$ cat config.mk
export PLATFORM = sky130hd
export DESIGN_NAME = pipeline_hazard_ctrl
export DESIGN_NICKNAME = d
export VERILOG_FILES = /design/src/rtl/pipeline_hazard_ctrl.sv
export SDC_FILE = /design/constraint.sdc
export NUM_CORES = 1
export LEC_CHECK = 0
export CAP_MARGIN = 0
export CORE_ASPECT_RATIO = 1.75
export CORE_MARGIN = 4
export CORE_UTILIZATION = 35
export DETAILED_ROUTE_END_ITERATION = 10
export GPL_TIMING_DRIVEN = 1
export PLACE_DENSITY = 0.65
export SKIP_LAST_GASP = 1
export SYNTH_ARGS = -nofsm -noshare
export SYNTH_HDL_FRONTEND = slang
export SYNTH_SLANG_ARGS = --single-unit
export TNS_END_PERCENT = 30
$ cat constraint.sdc
create_clock -name clk -period 4.8 [get_ports clk]
set_input_delay 0.96 -clock clk [delete_from_list [all_inputs] [get_ports clk]]
set_output_delay 0.96 -clock clk [all_outputs]
set_load 0.1 [all_outputs]
$ cat src/rtl/pipeline_hazard_ctrl.sv
// Stall/flush sequencer for the 5-stage pipeline: cache busywaits, taken branches, load-use hazards,
// a redirect held pending across an I-cache miss, and saturating stall/flush counters.
module pipeline_hazard_ctrl #(
    parameter int CNT_W  = 16,
    parameter int ADDR_W = 32
) (
    input  logic              clk,
    input  logic              reset,
    input  logic              i_busywait,
    input  logic              d_busywait,
    input  logic [4:0]        id_rs1,
    input  logic [4:0]        id_rs2,
    input  logic              id_use_rs1,
    input  logic              id_use_rs2,
    input  logic              ex_mem_read,
    input  logic [4:0]        ex_rd,
    input  logic              ex_taken,
    input  logic [ADDR_W-1:0] ex_target,
    input  logic              perf_clr,
    output logic              pc_stall,
    output logic              pc_redirect,
    output logic [ADDR_W-1:0] pc_target,
    output logic              ifid_stall,
    output logic              ifid_flush,
    output logic              idex_stall,
    output logic              idex_flush,
    output logic              exmem_stall,
    output logic              memwb_stall,
    output logic [1:0]        state,
    output logic [CNT_W-1:0]  stall_cnt,
    output logic [CNT_W-1:0]  flush_cnt
);

    typedef enum logic [1:0] {
        RUN        = 2'd0,
        MEM_WAIT   = 2'd1,
        FETCH_WAIT = 2'd2,
        REDIR_PEND = 2'd3
    } state_t;

    state_t              r_state;
    state_t              w_next;
    logic [ADDR_W-1:0]   r_pend_target;
    logic [CNT_W-1:0]    r_stall_cnt;
    logic [CNT_W-1:0]    r_flush_cnt;

    logic                w_load_use;
    logic                w_pend_load;
    logic                w_flush_inc;
    logic                w_pc_stall;
    logic                w_pc_redirect;
    logic [ADDR_W-1:0]   w_pc_target;
    logic                w_ifid_stall;
    logic                w_ifid_flush;
    logic                w_idex_stall;
    logic                w_idex_flush;
    logic                w_exmem_stall;
    logic                w_memwb_stall;

    assign w_load_use = ex_mem_read && (ex_rd != 5'd0) &&
                        ((id_use_rs1 && (id_rs1 == ex_rd)) || (id_use_rs2 && (id_rs2 == ex_rd)));

    // Branches are ordered by priority; only one source drives the controls in a cycle.
    always_comb begin
        w_next        = r_state;
        w_pend_load   = 1'b0;
        w_flush_inc   = 1'b0;
        w_pc_stall    = 1'b0;
        w_pc_redirect = 1'b0;
        w_pc_target   = '0;
        w_ifid_stall  = 1'b0;
        w_ifid_flush  = 1'b0;
        w_idex_stall  = 1'b0;
        w_idex_flush  = 1'b0;
        w_exmem_stall = 1'b0;
        w_memwb_stall = 1'b0;
        if (d_busywait) begin
            w_pc_stall    = 1'b1;
            w_ifid_stall  = 1'b1;
            w_idex_stall  = 1'b1;
            w_exmem_stall = 1'b1;
            w_memwb_stall = 1'b1;
            if (r_state != REDIR_PEND)
                w_next = MEM_WAIT;
        end else if (r_state == REDIR_PEND) begin
            w_ifid_flush = 1'b1;
            if (i_busywait) begin
                w_pc_stall = 1'b1;
            end else begin
                w_pc_redirect = 1'b1;
                w_pc_target   = r_pend_target;
                w_next        = RUN;
            end
        end else if (ex_taken) begin
            w_ifid_flush = 1'b1;
            w_idex_flush = 1'b1;
            w_flush_inc  = 1'b1;
            if (i_busywait) begin
                w_pc_stall  = 1'b1;
                w_pend_load = 1'b1;
                w_next      = REDIR_PEND;
            end else begin
                w_pc_redirect = 1'b1;
                w_pc_target   = ex_target;
                w_next        = RUN;
            end
        end else if (i_busywait) begin
            w_pc_stall   = 1'b1;
            w_ifid_flush = 1'b1;
            w_next       = FETCH_WAIT;
        end else begin
            w_next = RUN;
            if (w_load_use) begin
                w_pc_stall   = 1'b1;
                w_ifid_stall = 1'b1;
                w_idex_flush = 1'b1;
            end
        end
    end

    always_ff @(posedge clk or posedge reset) begin
        if (reset) begin
            r_state       <= RUN;
            r_pend_target <= '0;
        end else begin
            r_state <= w_next;
            if (w_pend_load)
                r_pend_target <= ex_target;
        end
    end

    // Counters saturate at all-ones; a clear request beats a same-cycle increment.
    always_ff @(posedge clk or posedge reset) begin
        if (reset) begin
            r_stall_cnt <= '0;
            r_flush_cnt <= '0;
        end else if (perf_clr) begin
            r_stall_cnt <= '0;
            r_flush_cnt <= '0;
        end else begin
            if (w_pc_stall && (r_stall_cnt != {CNT_W{1'b1}}))
                r_stall_cnt <= r_stall_cnt + 1'b1;
            if (w_flush_inc && (r_flush_cnt != {CNT_W{1'b1}}))
                r_flush_cnt <= r_flush_cnt + 1'b1;
        end
    end

    assign pc_stall    = w_pc_stall    & ~reset;
    assign pc_redirect = w_pc_redirect & ~reset;
    assign pc_target   = reset ? '0 : w_pc_target;
    assign ifid_stall  = w_ifid_stall  & ~reset;
    assign ifid_flush  = w_ifid_flush  & ~reset;
    assign idex_stall  = w_idex_stall  & ~reset;
    assign idex_flush  = w_idex_flush  & ~reset;
    assign exmem_stall = w_exmem_stall & ~reset;
    assign memwb_stall = w_memwb_stall & ~reset;
    assign state       = r_state;
    assign stall_cnt   = r_stall_cnt;
    assign flush_cnt   = r_flush_cnt;

endmodule

==> results.txt, run 1 <==
Final Routed Wirelength -> 10.12 mm
vias in the first global route -> 3300
P_leak -> 2.207 nW
Setup TNS -> 0 ns
Crit Path Category -> input port to output pin
antenna cells -> 0
pwr dens -> 308.6 mW/mm²
post-cts resize count -> 0
CTS tree -> yes
Req. time, crit path -> 3.84 ns
HP Class -> flop to flop
layout cells sized above 1 -> 21.26%
Overall Global Routing Usage -> 17.37%
syn_area_per_cell -> 9.811 µm²
Die Y -> 141.8 µm
busiest grt layer -> met2
Arr. time, crit path -> 3.05 ns
CORE AREA -> 0.009910 mm²
Setup crit start kind -> input port
first-pass GRT wire length -> 16.64 mm
Pint -> 1.250 mW
NetSw -> 0.4936 mW
number of H-tree levels -> 3
Initial Util -> 36.14%
status -> complete, no violations
Mapped Area -> 0.003581 mm²
met2 capacity usage during global routing -> 30.60%
clk sinks -> 66
Yosys cell types -> 43
num ports -> 130
Clock Power Share -> 40.8%
post-route ant nets -> 0
Crit. End Element -> output pin
yosys warns -> 0
clock skew -> 0.01076 ns
top-area cell type share of the netlist area -> 46.12%
Max transition margin -> 33.64%
largest net degree at the start of global routing -> 67
Clock Tree Buf Depth -> 2
RSZ-0062 raised after global routing -> no
hold buffer count at cts -> 0
GR Util met3 -> 4.416%
Avg Vias per Cell -> 5.215
DRT iter0 DRCs -> 83
Sequential Power Share -> 37.8%
site row count -> 48
Syn Inst Count -> 365
Final Cell Area -> 0.005652 mm²
Final Hold Vio Count -> 0
Post-DP Area -> 0.005323 mm²
sequential area share after synthesis -> 46.12%
Highest Clock Rate -> 249.4 MHz
Worst-path clk slew -> 0.05 ns
antenna violations before repair -> 0
Post-synth EDFFs -> 0
HPWL after DPL -> 7.658 mm
Final Critical Period -> 4.010 ns
Worst VDD drop -> 191.8 µV
via count -> 3228
IO Port Bufs -> 129
post-synthesis register bit count -> 66
Routed WL per cell -> 16.35 µm
area added between synthesis and finish -> 57.83%
Async SR Flop Fraction -> 100.0%
chip width -> 84.46 µm
synth top area cells -> dfrtp_1 (46%), mux2_2 (10%), a22oi_1 (6.7%), nor2_1 (6.7%), xnor2_1 (3.4%)
largest fanout on the critical path -> 22
post-CTS setup repair buffer count -> 0
Root Buffer -> clkbuf_16
combinational share of power -> 21.5%
Final setup viols -> 0
syn nets -> 423
GRT Residual Overflow -> 0
RePlAce Congestion -> 0.7804
Final Cycle Share -> 83.53%
DRC viols -> 0
die area -> 0.01198 mm²
switching portion of total power -> 28.30%
nets -> 547
met1 global-route usage -> 19.23%
Main synth FF type -> dfrtp_1
CTS buffer count -> 9
Synth area leader -> dfrtp_1
Slew Viols, Final -> 0
Skew-Pair Late Insertion Delay -> 0.34 ns
TritonRoute pass-1 iters -> 5
Max Cap Viol -> 0
worst-margin pin slew -> 0.9923 ns
## final timing paths
check | cells after the start | end | from | slack (ns)
worst max-delay path | 7 | pc_target[20] | ex_taken | 0.79
worst min-delay path | 1 | r_pend_target[31] | r_pend_target[31] | 0.50
worst max register to register | 7 | stall_cnt[1] | stall_cnt[3] | 2.32
worst min register to register | 1 | r_pend_target[31] | r_pend_target[31] | 0.50
max in group asynchronous | 3 | r_pend_target[2] | reset | 2.89
min in group asynchronous | 3 | flush_cnt[12] | reset | 1.37
## cells by family (layout without fill, tap and decap cells)
kind of cell / after synthesis / after routing / synth area share [%]
buffers and inverters: 28 / 157 / 3.738
xor gates and xnor gates: 25 / 25 / 6.115
adders and majority gates: 2 / 2 / 0.6987
DFF: 66 / 66 / 46.12
and+or+nand+nor: 138 / 138 / 18.76
AOI/OAI and AO/OA: 70 / 70 / 13.24
muxes: 36 / 36 / 11.32
## power by group through the flow
stage	Clock [mW]	Combinational (mW)	Sequential, mW
floorplan	0	0.213	0.694
global placement	0	0.371	0.665
detailed placement	0	0.378	0.668
CTS	0.729	0.379	0.658
global route	0.745	0.400	0.666
finish	0.711	0.375	0.658
## flip-flops by register name, indices dropped and copies added, names as in the netlist
name           cells
flush_cnt         16
r_pend_target     32
stall_cnt         16
state              2
## routing by layer
layer	up-vias	share of wire (%)
met5	-	0
met4	0	3.4
met3	17	5.4
met2	100	53
met1	1550	38
li1	1561	-
## placed cells by master, fill, tap and decap left out, drive strengths merged, types with 10 or more instances in the layout
cell / Yosys / final
a21oi: 17 / 17
clkdlybuf4s50: 0 / 89
a22oi: 32 / 32
buf: 10 / 47
nand4: 11 / 11
xnor2: 14 / 14
nor2: 64 / 64
nand2: 20 / 20
dfrtp: 66 / 66
mux2: 33 / 33
xor2: 11 / 11
clkbuf: 13 / 10
## per-stage QoR
step	std cells	hold slack (ns)	util, %	power (mW)	setup slack (ns)
after floorplan	365	0.4802	-	0.9068	0.2750
after global placement	603	0.4876	53.71	1.036	0.8404
after detailed placement	603	0.4934	53.71	1.046	0.7925
after CTS	619	0.5049	57.03	1.766	0.7877
after global routing	619	0.5116	57.03	1.811	0.6125
final	619	0.5036	57.03	1.744	0.7905
## Yosys cell counts (2+ instances only)
cell type,n
o31ai_1,7
nand3_1,8
or4_1,8
and4_1,2
nand4_1,11
and2_1,4
buf_1,4
o21ai_0,2
nor4_1,2
ha_1,2
mux2i_1,3
nor2_1,64
mux2_2,32
and3_1,5
xor2_1,11
or3_1,5
xnor2_1,14
a22oi_1,32
nor2b_1,2
a21oi_1,17
clkbuf_1,13
o21ai_1,6
nand2_1,20
inv_1,5
buf_2,2
dfrtp_1,66
buf_4,2
## layout make-up
| class | instances | area (µm²) |
|---|---|---|
| Tap cell | 125 | 156.4 |
| Inverter | 5 | 22.52 |
| Multi-Input combinational cell | 271 | 1810 |
| Sequential cell | 66 | 1652 |
| Clock inverter | 6 | 90.09 |
| Timing Repair Buffer | 136 | 1682 |
| Clock buffer | 10 | 239.0 |
| Fill cell | 892 | 4258 |
## worst max-delay path, stage by stage
cell and delay, ns:
clkdlybuf4s50_1 0.50, a21bo_2 0.26, nor2_2 0.36, buf_4 0.35
a22oi_1 0.14, nor2_1 0.27, buf_12 0.22
Note: power is estimated with default switching activity, not from simulation.
==> run 2: changes to the inputs <==
==> constraint.sdc (replaced) <==
create_clock -name clk -period 3.9 [get_ports clk]
set_input_delay 0.78 -clock clk [delete_from_list [all_inputs] [get_ports clk]]
set_output_delay 0.78 -clock clk [all_outputs]
set_load 0.1 [all_outputs]
==> run 2 against run 1 <==
Effect of this change: hold slack lost 0.0015 ns; core utilization grew 0.063 points; combinational power grew 24%; power grew 18%; register-to-register slack lost 0.79 ns; critical path type unchanged; largest cell class unchanged; highest routed layer unchanged.
==> results.txt, run 2 (synthesis gave the netlist of run 1 again) <==
status -> complete, no violations
IO Port Bufs -> 129
Arr. time, crit path -> 2.67 ns
largest net degree at the start of global routing -> 67
hold buffer count at cts -> 0
CORE AREA -> 0.009910 mm²
clk sinks -> 66
switching portion of total power -> 29.34%
largest fanout on the critical path -> 3
pwr dens -> 364.9 mW/mm²
worst-margin pin slew -> 1.002 ns
vias in the first global route -> 3306
Skew-Pair Late Insertion Delay -> 0.33 ns
Setup WS post-layout -> 0.4538 ns
area added between synthesis and finish -> 58.00%
antenna violations before repair -> 0
DRT iter0 DRCs -> 89
CTS buffer count -> 9
Slew Viols, Final -> 0
most frequent cells in the layout -> clkdlybuf4s50_1 (89), dfrtp_1 (66), nor2_1 (62), buf_12 (37)
HP Class -> flop to flop
post-cts resize count -> 0
Final Routed Wirelength -> 9.933 mm
filler-free cell count of the finished design -> 621
Req. time, crit path -> 3.12 ns
Initial Util -> 36.14%
RePlAce Congestion -> 0.7874
Root Buffer -> clkbuf_16
Filler cells -> 909
RSZ-0062 raised after global routing -> no
Clock Tree Buf Depth -> 2
CTS tree -> yes
Worst-path clk slew -> 0.05 ns
Pint -> 1.459 mW
Worst VDD drop -> 228.7 µV
nets -> 549
Avg Vias per Cell -> 5.182
number of H-tree levels -> 3
die area -> 0.01198 mm²
HPWL after DPL -> 7.278 mm
Cells after DPL -> 605
DRC viols -> 0
Die Y -> 141.8 µm
max FFs per register -> 32
post-place setup slack -> 0.4570 ns
combinational share of power -> 22.5%
met1 global-route usage -> 18.60%
num ports -> 130
clock skew -> 0.004814 ns
antenna cells -> 0
area of the multi-input gates -> 0.001810 mm²
final cell utilization of the core -> 57.10%
post-route ant nets -> 0
NetSw -> 0.6057 mW
post-CTS setup repair buffer count -> 0
Final Cycle Share -> 88.36%
Routed WL per cell -> 16.00 µm
chip width -> 84.46 µm
Crit Path Category -> input port to output pin
P_leak -> 2.212 nW
Sequential Power Share -> 39.2%
Final Hold Vio Count -> 0
Max Cap Viol -> 0
most common library cell in the layout ignoring fill and taps -> clkdlybuf4s50_1
Reg with most FFs -> r_pend_target
TritonRoute pass-1 iters -> 4
Max transition margin -> 32.99%
met2 capacity usage during global routing -> 31.22%
site row count -> 48
Setup crit start kind -> input port
first-pass GRT wire length -> 16.26 mm
busiest grt layer -> met2
Overall Global Routing Usage -> 16.97%
Final setup viols -> 0
Clock Power Share -> 38.3%
Final Critical Period -> 3.446 ns
Crit. End Element -> output pin
hold slack -> 0.5021 ns
Highest Clock Rate -> 290.2 MHz
GRT Residual Overflow -> 0
GR Util met3 -> 3.021%
via count -> 3218
register area -> 0.001652 mm²
layout cells sized above 1 -> 21.57%
-- run 2: worst paths after layout --
kind / start / end / slack [ns] / depth (start not counted)
max: ex_rd[1] / idex_flush / 0.45 / 7
min: r_pend_target[4] / r_pend_target[4] / 0.50 / 1
max reg2reg: stall_cnt[3] / stall_cnt[13] / 1.53 / 7
min reg2reg: r_pend_target[4] / r_pend_target[4] / 0.50 / 1
max in group asynchronous: reset / r_pend_target[17] / 2.14 / 3
min in group asynchronous: reset / flush_cnt[12] / 1.23 / 3
-- run 2: stage by stage --
step / cell area (µm²) / setup TNS (ns) / total power [mW]
after floorplan: 3595 / -8.128 / 1.116
after global placement: 5363 / 0 / 1.278
after detailed placement: 5363 / 0 / 1.290
after CTS: 5658 / 0 / 2.098
after global routing: 5658 / 0 / 2.166
final: 5658 / 0 / 2.065
-- run 2: cell type report --
cell class / count / share of cell area (%)
inverters: 5 / 0.3981
clock inverters: 7 / 1.238
clock buffers: 9 / 3.981
flip-flops and latches: 66 / 29.19
well taps: 125 / 2.764
repair buffers: 138 / 30.43
multi-input cells: 271 / 32.00
-- run 2: worst max-delay path, cell delays in order --
cell and delay, ns:
clkdlybuf4s50_1 0.47, or4_1 0.53, o21ai_1 0.16, and2b_1 0.24, a21oi_1 0.20, nor3b_2 0.09
buf_12 0.18
-- run 2: power groups by stage --
stage	clock [mW]	combinational [mW]	sequential, mW
after CTS	0.819	0.471	0.809
after global placement	0	0.463	0.815
after global routing	0.847	0.498	0.821
after floorplan	0	0.262	0.854
final	0.791	0.465	0.809
after detailed placement	0	0.470	0.821
-- run 2: per-layer routing --
metal	wire, µm	vias to the layer above
met3	497	11
met4	223	0
met1	3756	1552
met5	0	-
li1	-	1560
met2	5456	95
==> run 3: changes to the inputs <==
--- a/config.mk
+++ b/config.mk
@@ -9,6 +9,7 @@
 export CORE_ASPECT_RATIO = 1.75
 export CORE_MARGIN = 4
 export CORE_UTILIZATION = 35
+export CTS_CLUSTER_SIZE = 14
 export DETAILED_ROUTE_END_ITERATION = 10
 export GPL_TIMING_DRIVEN = 1
 export PLACE_DENSITY = 0.65
==> results of run 3 <==
No change in the layout: final DEF, timing and power equal those of run 2.
